### src/rtl/perf_counter_unit_pkg.sv
// perf_counter_unit_pkg: sizes, op-class codes, address map and read FSM states for the perf monitor.
package perf_counter_unit_pkg;
    localparam int NUM_ALUS    = 4;
    localparam int NUM_THREADS = 4;
    localparam int TID_W       = 3;
    localparam int CNT_W       = 32;
    localparam int OP_W        = 7;
    localparam int INC_W       = $clog2(NUM_ALUS + 1);

    localparam logic [OP_W-1:0] OP_JAL   = 7'd3;
    localparam logic [OP_W-1:0] OP_JALR  = 7'd4;
    localparam logic [OP_W-1:0] OP_BR_LO = 7'd5;
    localparam logic [OP_W-1:0] OP_BR_HI = 7'd10;

    typedef enum logic [3:0] {
        A_CYCLES    = 4'd0,
        A_ISSUE0    = 4'd1,
        A_ISSUE1    = 4'd2,
        A_ISSUE2    = 4'd3,
        A_ISSUE3    = 4'd4,
        A_TAKEN0    = 4'd5,
        A_TAKEN1    = 4'd6,
        A_TAKEN2    = 4'd7,
        A_TAKEN3    = 4'd8,
        A_SUM_ISSUE = 4'd9,
        A_SUM_TAKEN = 4'd10,
        A_OVF       = 4'd11
    } perf_addr_e;

    typedef enum logic [1:0] {R_IDLE, R_ACK, R_DROP} rd_state_e;

    // Unconditional jumps always count; branches only when resolved taken.
    function automatic logic op_taken(input logic [OP_W-1:0] op, input logic jump);
        return (op >= OP_BR_LO && op <= OP_BR_HI && jump) || op == OP_JAL || op == OP_JALR;
    endfunction
endpackage

### src/rtl/perf_lane_tally.sv
// perf_lane_tally: per-thread count of valid and taken lanes in one dispatch cycle.
module perf_lane_tally
    import perf_counter_unit_pkg::*;
(
    input  logic [NUM_ALUS*TID_W-1:0]         i_lane_thread,
    input  logic [NUM_ALUS*OP_W-1:0]          i_lane_op,
    input  logic [NUM_ALUS-1:0]               i_lane_jump,
    output logic [NUM_THREADS-1:0][INC_W-1:0] o_issue,
    output logic [NUM_THREADS-1:0][INC_W-1:0] o_taken
);
    // Thread ids outside 0..NUM_THREADS-1 never match, so idle lanes drop out here.
    always_comb begin
        o_issue = '0;
        o_taken = '0;
        for (int l = 0; l < NUM_ALUS; l++) begin
            for (int t = 0; t < NUM_THREADS; t++) begin
                if (i_lane_thread[l*TID_W +: TID_W] == TID_W'(t) && i_lane_op[l*OP_W +: OP_W] != '0) begin
                    o_issue[t] = o_issue[t] + INC_W'(1);
                    o_taken[t] = o_taken[t] + INC_W'(op_taken(i_lane_op[l*OP_W +: OP_W], i_lane_jump[l]));
                end
            end
        end
    end
endmodule

### src/rtl/perf_counter_unit.sv
// perf_counter_unit: live cycle/issue/taken counters, snapshot bank and req/ack read port.
// Optional PERF_OVF_IRQ_EN adds sticky wrap flags, ovf_irq and flag readout at address 11.
module perf_counter_unit
    import perf_counter_unit_pkg::*;
(
    input  logic                      clk,
    input  logic                      rst,
    input  logic                      i_cnt_en,
    input  logic [NUM_ALUS*TID_W-1:0] i_lane_thread,
    input  logic [NUM_ALUS*OP_W-1:0]  i_lane_op,
    input  logic [NUM_ALUS-1:0]       i_lane_jump,
    input  logic                      i_snap_req,
    input  logic                      i_clr_req,
    input  logic                      i_rd_req,
    input  logic [3:0]                i_rd_addr,
    output logic                      o_rd_ack,
    output logic [CNT_W-1:0]          o_rd_data,
    output logic                      o_ovf_irq
);
`ifdef PERF_OVF_IRQ_EN
    localparam int XW = CNT_W + 1;
`else
    localparam int XW = CNT_W;
`endif

    logic [NUM_THREADS-1:0][INC_W-1:0] w_issue, w_taken;
    logic [CNT_W-1:0]                  r_cycles, r_sh_cycles;
    logic [NUM_THREADS-1:0][CNT_W-1:0] r_issue, r_taken, r_sh_issue, r_sh_taken;
    logic [XW-1:0]                     w_cyc_nxt;
    logic [NUM_THREADS-1:0][XW-1:0]    w_iss_nxt, w_tkn_nxt;
    logic [CNT_W-1:0]                  w_sum_issue, w_sum_taken, w_rd_val, w_ovf_word, r_rd_data;
    logic [1:0]                        w_idx;
    logic                              w_rd_load;
    rd_state_e                         r_state, w_state;

    perf_lane_tally u_tally (
        .i_lane_thread(i_lane_thread),
        .i_lane_op    (i_lane_op),
        .i_lane_jump  (i_lane_jump),
        .o_issue      (w_issue),
        .o_taken      (w_taken)
    );

    // One spare bit above the counter carries the wrap-out when overflow flags are built.
    always_comb begin
        w_cyc_nxt = XW'(r_cycles) + XW'(1);
        for (int t = 0; t < NUM_THREADS; t++) begin
            w_iss_nxt[t] = XW'(r_issue[t]) + XW'(w_issue[t]);
            w_tkn_nxt[t] = XW'(r_taken[t]) + XW'(w_taken[t]);
        end
    end

    always_ff @(posedge clk) begin
        if (!rst || i_clr_req) begin
            r_cycles <= '0;
            r_issue  <= '0;
            r_taken  <= '0;
        end else if (i_cnt_en) begin
            r_cycles <= w_cyc_nxt[CNT_W-1:0];
            for (int t = 0; t < NUM_THREADS; t++) begin
                r_issue[t] <= w_iss_nxt[t][CNT_W-1:0];
                r_taken[t] <= w_tkn_nxt[t][CNT_W-1:0];
            end
        end
    end

    // Shadow copies the registered live values, so a same-cycle clear still snaps pre-clear counts.
    always_ff @(posedge clk) begin
        if (!rst) begin
            r_sh_cycles <= '0;
            r_sh_issue  <= '0;
            r_sh_taken  <= '0;
        end else if (i_snap_req) begin
            r_sh_cycles <= r_cycles;
            r_sh_issue  <= r_issue;
            r_sh_taken  <= r_taken;
        end
    end

    always_comb begin
        w_sum_issue = '0;
        w_sum_taken = '0;
        for (int t = 0; t < NUM_THREADS; t++) begin
            w_sum_issue = w_sum_issue + r_sh_issue[t];
            w_sum_taken = w_sum_taken + r_sh_taken[t];
        end
    end

    // Issue and taken banks both start at an address whose low bits are 01.
    assign w_idx = i_rd_addr[1:0] - 2'd1;

    always_comb begin
        case (perf_addr_e'(i_rd_addr))
            A_CYCLES:                               w_rd_val = r_sh_cycles;
            A_ISSUE0, A_ISSUE1, A_ISSUE2, A_ISSUE3: w_rd_val = r_sh_issue[w_idx];
            A_TAKEN0, A_TAKEN1, A_TAKEN2, A_TAKEN3: w_rd_val = r_sh_taken[w_idx];
            A_SUM_ISSUE:                            w_rd_val = w_sum_issue;
            A_SUM_TAKEN:                            w_rd_val = w_sum_taken;
            A_OVF:                                  w_rd_val = w_ovf_word;
            default:                                w_rd_val = '0;
        endcase
    end

    always_ff @(posedge clk) begin
        if (!rst) r_state <= R_IDLE;
        else      r_state <= w_state;
    end

    always_comb begin
        w_state   = r_state;
        w_rd_load = 1'b0;
        case (r_state)
            R_IDLE: begin
                w_rd_load = i_rd_req;
                w_state   = i_rd_req ? R_ACK : R_IDLE;
            end
            R_ACK:   w_state = R_DROP;
            default: w_state = i_rd_req ? R_DROP : R_IDLE;
        endcase
    end

    always_ff @(posedge clk) begin
        if (!rst)           r_rd_data <= '0;
        else if (w_rd_load) r_rd_data <= w_rd_val;
    end

    assign o_rd_ack  = (r_state == R_ACK);
    assign o_rd_data = r_rd_data;

`ifdef PERF_OVF_IRQ_EN
    logic [2*NUM_THREADS:0] r_ovf, w_ovf_set;
    logic [NUM_THREADS-1:0] w_iss_c, w_tkn_c;
    logic                   w_ovf_rd;

    always_comb begin
        for (int t = 0; t < NUM_THREADS; t++) begin
            w_iss_c[t] = w_iss_nxt[t][CNT_W];
            w_tkn_c[t] = w_tkn_nxt[t][CNT_W];
        end
    end

    assign w_ovf_set = {w_tkn_c, w_iss_c, w_cyc_nxt[CNT_W]};
    assign w_ovf_rd  = w_rd_load && i_rd_addr == A_OVF;

    // A wrap in the same cycle as the flag read survives, since it was not part of the read value.
    always_ff @(posedge clk) begin
        if (!rst || i_clr_req) r_ovf <= '0;
        else                   r_ovf <= (w_ovf_rd ? '0 : r_ovf) | (i_cnt_en ? w_ovf_set : '0);
    end

    assign w_ovf_word = CNT_W'(r_ovf);
    assign o_ovf_irq  = |r_ovf;
`else
    assign w_ovf_word = '0;
    assign o_ovf_irq  = 1'b0;
`endif
endmodule
### config.mk
export PLATFORM = sky130hd
export DESIGN_NAME = perf_counter_unit
export DESIGN_NICKNAME = d
export VERILOG_FILES = /design/src/rtl/perf_counter_unit_pkg.sv /design/src/rtl/perf_lane_tally.sv /design/src/rtl/perf_counter_unit.sv
export SDC_FILE = /design/constraint.sdc
export NUM_CORES = 2
export LEC_CHECK = 0
export BUFFER_PORTS_ARGS = -buffer_cell sky130_fd_sc_hd__buf_4
export CELL_PAD_IN_SITES_DETAIL_PLACEMENT = 1
export CELL_PAD_IN_SITES_GLOBAL_PLACEMENT = 2
export CORE_UTILIZATION = 36
export DETAILED_ROUTE_END_ITERATION = 10
export PLACE_DENSITY = 0.8
export SLEW_MARGIN = 15
export SYNTH_ARGS = -nofsm -noshare
export SYNTH_HDL_FRONTEND = slang
export SYNTH_SLANG_ARGS = --single-unit
### constraint.sdc
create_clock -name clk -period 6 [get_ports clk]
set_input_delay 0.3 -clock clk [delete_from_list [all_inputs] [get_ports clk]]
set_output_delay 0.3 -clock clk [all_outputs]
set_load 0.1 [all_outputs]
==> impl_metrics.py <==
metrics = {
    "drt": {
        "wl_mm": 95.6,
        "drc": 0,
        "drtIter0Drc": 1249,
        "via_per_inst": 5.28,
        "wl_per_cell_microns": 19.7,
        "vias": 25600,
        "drtPass1Iterations": 5,
        "ant_nets": 0,
    },
    "global_routing": {
        "globalRouteOverflowTotal": 0,
        "grt_pass1_wl_mm": 151,
        "grt_antenna_before_repair": 0,
        "grt_start_max_net_pins": 149,
        "grt_pass1_vias": 26300,
        "grt_util_all_layers": 0.202,
    },
    "clock_network": {
        "cts.sinks": 610,
        "postCtsSetupBuffers": 0,
        "clkSlewWorstSetupHoldPaths_ps": 60,
        "h-tree-depth": 3,
        "cts_tree": "yes",
        "insertion_delay_ps": 620,
        "cts_root_buf": "clkbuf_16",
        "numCtsBuffers": 75,
        "cts_max_path_buffers": 3,
    },
    "die": {
        "fp.dieArea_sq_um": 94400,
        "io_pins": 88,
        "coreArea_sq_um": 91900,
        "die_h_microns": 307,
        "initial_core_util": 0.365,
        "rows": 111,
        "die_w_microns": 307,
    },
    "layout": {
        "finalNetCount": 3861,
        "syn_to_final_growth_pct": 12.9,
        "drive_gt1_frac": 0.0984,
        "fillers": 10400,
        "diodes": 0,
    },
    "place": {
        "place.port_buffers": 86,
        "globalplace.congestion": 0.800,
        "dp_hpwl_mm": 69.3,
    },
    "timing": {
        "hold_viol_final": 0,
        "fin_skew_ps": 18.6,
        "finalCritPeriodShare": 0.817,
        "final_max_slew_viol_count": 0,
        "fin_tns_setup_ps": 0,
        "whs_ps": 93.3,
        "min_period_ps": 4900,
        "rsz0062_at_grt": "no",
        "tightestPinTransition_ps": 1230,
        "setup_viol": 0,
        "max_slew_margin": 0.178,
        "fmax_mhz": 204,
    },
    "critical_path": {
        "worstRegToRegCells": 11,
        "reg2reg_from": "r_sh_issue[2]",
        "worstPathMaxFanout": 4,
        "worstPathArrival_ps": 5360,
        "critical_path_required_ps": 6460,
        "end_kind": "flip-flop",
        "start_kind": "input port",
        "endpoint": "r_taken[62]",
        "rrSetupSlack_ps": 1720,
        "worstSetupStartpoint": "i_lane_op[0]",
        "crit_type": "in -> reg",
        "r2r_end": "o_rd_data[18]",
    },
    "logic_synthesis": {
        "synth_top_family_by_area": "simple AND/OR/NAND/NOR gates",
        "synth-simple-area-share": 0.180,
        "synth_edf_count": 0,
        "synth-adder-area-share": 0.125,
        "synth-compound-area-share": 0.0877,
        "ys_async_sr_fraction": 0,
        "syn_nets": 3832,
        "avgSynthCellArea_sq_um": 9.52,
        "synth_xor_area_frac": 0.0781,
        "yosysWarnings": 0,
        "synth_area_sq_um": 33500,
        "muxShareOfSynthArea": 0.141,
        "ys_ff_latch": 610,
        "synthDistinctLibCells": 91,
        "synth_flop_cell": "dfxtp_1",
        "synthCells": 3523,
        "seq_area_frac_synth": 0.364,
    },
    "job": {
        "drv_cap": 0,
    },
    "pwr": {
        "leakage_nw": 15.8,
        "power.density_nw_per_um2": 243,
        "max-vdd-ir-drop_mv": 0.180,
    },
    "worst_hold_path": {
        "hold_path.class": "in -> reg",
    },
    "outcome": {
        "status": "complete, no violations",
    },
}
cell families (layout without fill, tap and decap cells):
group / Yosys count / count (layout)
AND/OR/NAND/NOR: 1315 / 1315
flip-flops: 610 / 610
AO/OA/AOI/OAI: 449 / 449
multiplexers: 391 / 391
XOR/XNOR: 299 / 299
adder cells (fa/ha/maj): 255 / 255
buffers and inverters: 203 / 286
other: 1 / 1
worst max-delay path, stage by stage:
cell      delay (ps)
buf_4            120
nor4_1           300
a21oi_1          170
nor2b_1          180
nand2_1          110
nor2_1            70
ha_1             290
mux2_2           310
ha_1             200
ha_1             260
mux2_2           280
ha_1             280
mux2_2           170
inv_1             60
fa_1             410
nor2b_1          230
o21bai_1         220
nor3_1           470
and3_1           350
and3_1           260
nand4_1          120
xor2_1           150
nor2_1            50
cell usage in the layout, fill, tap and decap left out, types with 8 or more instances in the layout:
cell,synthesis,layout
nand3_1,113,113
a22o_1,13,13
nor2_1,659,658
xnor2_1,108,108
nand2_1,226,226
a22oi_1,26,26
a21oi_1,143,143
mux2i_1,307,307
nor3_1,36,36
a31oi_1,18,18
and2_1,15,15
o211ai_1,9,9
mux2_2,20,20
o21a_1,17,17
ha_1,123,122
nand4_1,49,49
and4_1,28,28
a21o_1,41,41
o21ai_1,13,12
clkbuf_8,0,12
o21ai_0,68,68
dfxtp_1,610,610
a211oi_1,17,17
a221oi_1,8,8
inv_1,42,41
fa_1,132,132
clkbuf_1,99,12
or3_1,38,38
buf_4,2,107
mux4_2,64,64
clkinv_2,0,10
nor2b_1,22,22
xor2_1,191,191
and3_1,69,69
clkbuf_16,0,76
layout make-up:
| class | count | area [sq um] | share of cell area |
|---|---|---|---|
| Multi-Input combinational cell | 2710 | 20600 | 0.543 |
| Tap cell | 1243 | 1560 | 0.0411 |
| Sequential cell | 610 | 12200 | 0.323 |
| Timing Repair Buffer | 111 | 868 | 0.0229 |
| Clock buffer | 100 | 2110 | 0.0558 |
| Inverter | 44 | 173 | 0.00456 |
| Clock inverter | 31 | 385 | 0.0102 |
registers in the layout, summed over array words and instances (netlist names):
register	flops
r_issue	128
r_state	2
r_taken	128
r_sh_issue	128
r_sh_cycles	32
r_sh_taken	128
r_cycles	32
o_rd_data	32
routing by layer:
metal / vias to the layer above / global-route usage / part of all wire
met5: - / 0 / 0
met3: 153 / 0.0270 / 0.035
met4: 0 / 0.0628 / 0.030
met1: 12700 / 0.273 / 0.47
met2: 389 / 0.335 / 0.46
li1: 12400 / - / -
synth_stat cells, drive strengths merged, types with 8 or more instances:
| master | n | share of area |
|---|---|---|
| nor2b | 22 | 0.0041 |
| nand2b | 8 | 0.0015 |
| a22oi | 26 | 0.0058 |
| mux2i | 307 | 0.092 |
| or3 | 38 | 0.0071 |
| xnor2 | 108 | 0.028 |
| nand3 | 115 | 0.017 |
| clkbuf | 99 | 0.011 |
| inv | 44 | 0.0049 |
| nand4 | 49 | 0.0091 |
| fa | 132 | 0.079 |
| and3 | 69 | 0.013 |
| mux4 | 64 | 0.043 |
| and4 | 28 | 0.0073 |
| a221oi | 8 | 0.0021 |
| a21o | 41 | 0.0092 |
| o211ai | 10 | 0.0024 |
| nand2 | 227 | 0.025 |
| nor2 | 661 | 0.074 |
| ha | 123 | 0.046 |
| nor3 | 43 | 0.0076 |
| mux2 | 20 | 0.0067 |
| a22o | 13 | 0.0034 |
| a31oi | 18 | 0.0034 |
| nor4 | 10 | 0.0035 |
| a21oi | 144 | 0.022 |
| a211oi | 18 | 0.0042 |
| xor2 | 191 | 0.050 |
| o21ai | 82 | 0.012 |
| buf | 60 | 0.0076 |
| o21a | 17 | 0.0038 |
| dfxtp | 610 | 0.36 |
| and2 | 16 | 0.0030 |
per-stage QoR:
| step | total power [mW] | cells | util | cell area [sq um] | setup WS [ps] |
|---|---|---|---|---|---|
| 6_report | 9.20 | 4849 | 0.412 | 37900 | 1100 |
| 5_1_grt | 9.50 | 4849 | 0.412 | 37900 | 707 |
| 4_1_cts | 9.33 | 4849 | 0.412 | 37900 | 1100 |
| 3_5_place_dp | 4.66 | 4717 | 0.385 | 35400 | 463 |
| 3_3_place_gp | 4.65 | 4717 | 0.385 | 35400 | 536 |
| 2_1_floorplan | 4.50 | 3523 | - | 33500 | 1400 |
repair_timing:
item | CTS | global route
hold endpoints to repair | 1 | 0
gates resized for setup | 0 | 0
hold buffers | 1 | 0
setup endpoints to repair | 0 | 0
worst min-delay path by stage:
stage,start,to,depth (start not counted)
3_5_place_dp,o_rd_data[18],o_rd_data[18],2
3_3_place_gp,o_rd_data[18],o_rd_data[18],2
5_1_grt,rst,o_rd_data[12],2
6_report,rst,o_rd_data[12],2
4_1_cts,rst,o_rd_data[6],3
2_1_floorplan,i_rd_req,r_state[1],2
power breakdown:
| part | leakage (nW) | switching, mW | internal, mW | total (mW) |
|---|---|---|---|---|
| Clock | 1.22 | 1.85 | 2.78 | 4.64 |
| Sequential | 4.91 | 0.0174 | 4.06 | 4.08 |
| Combinational | 9.64 | 0.327 | 0.156 | 0.482 |
Note: power is estimated with default switching activity, not from simulation.
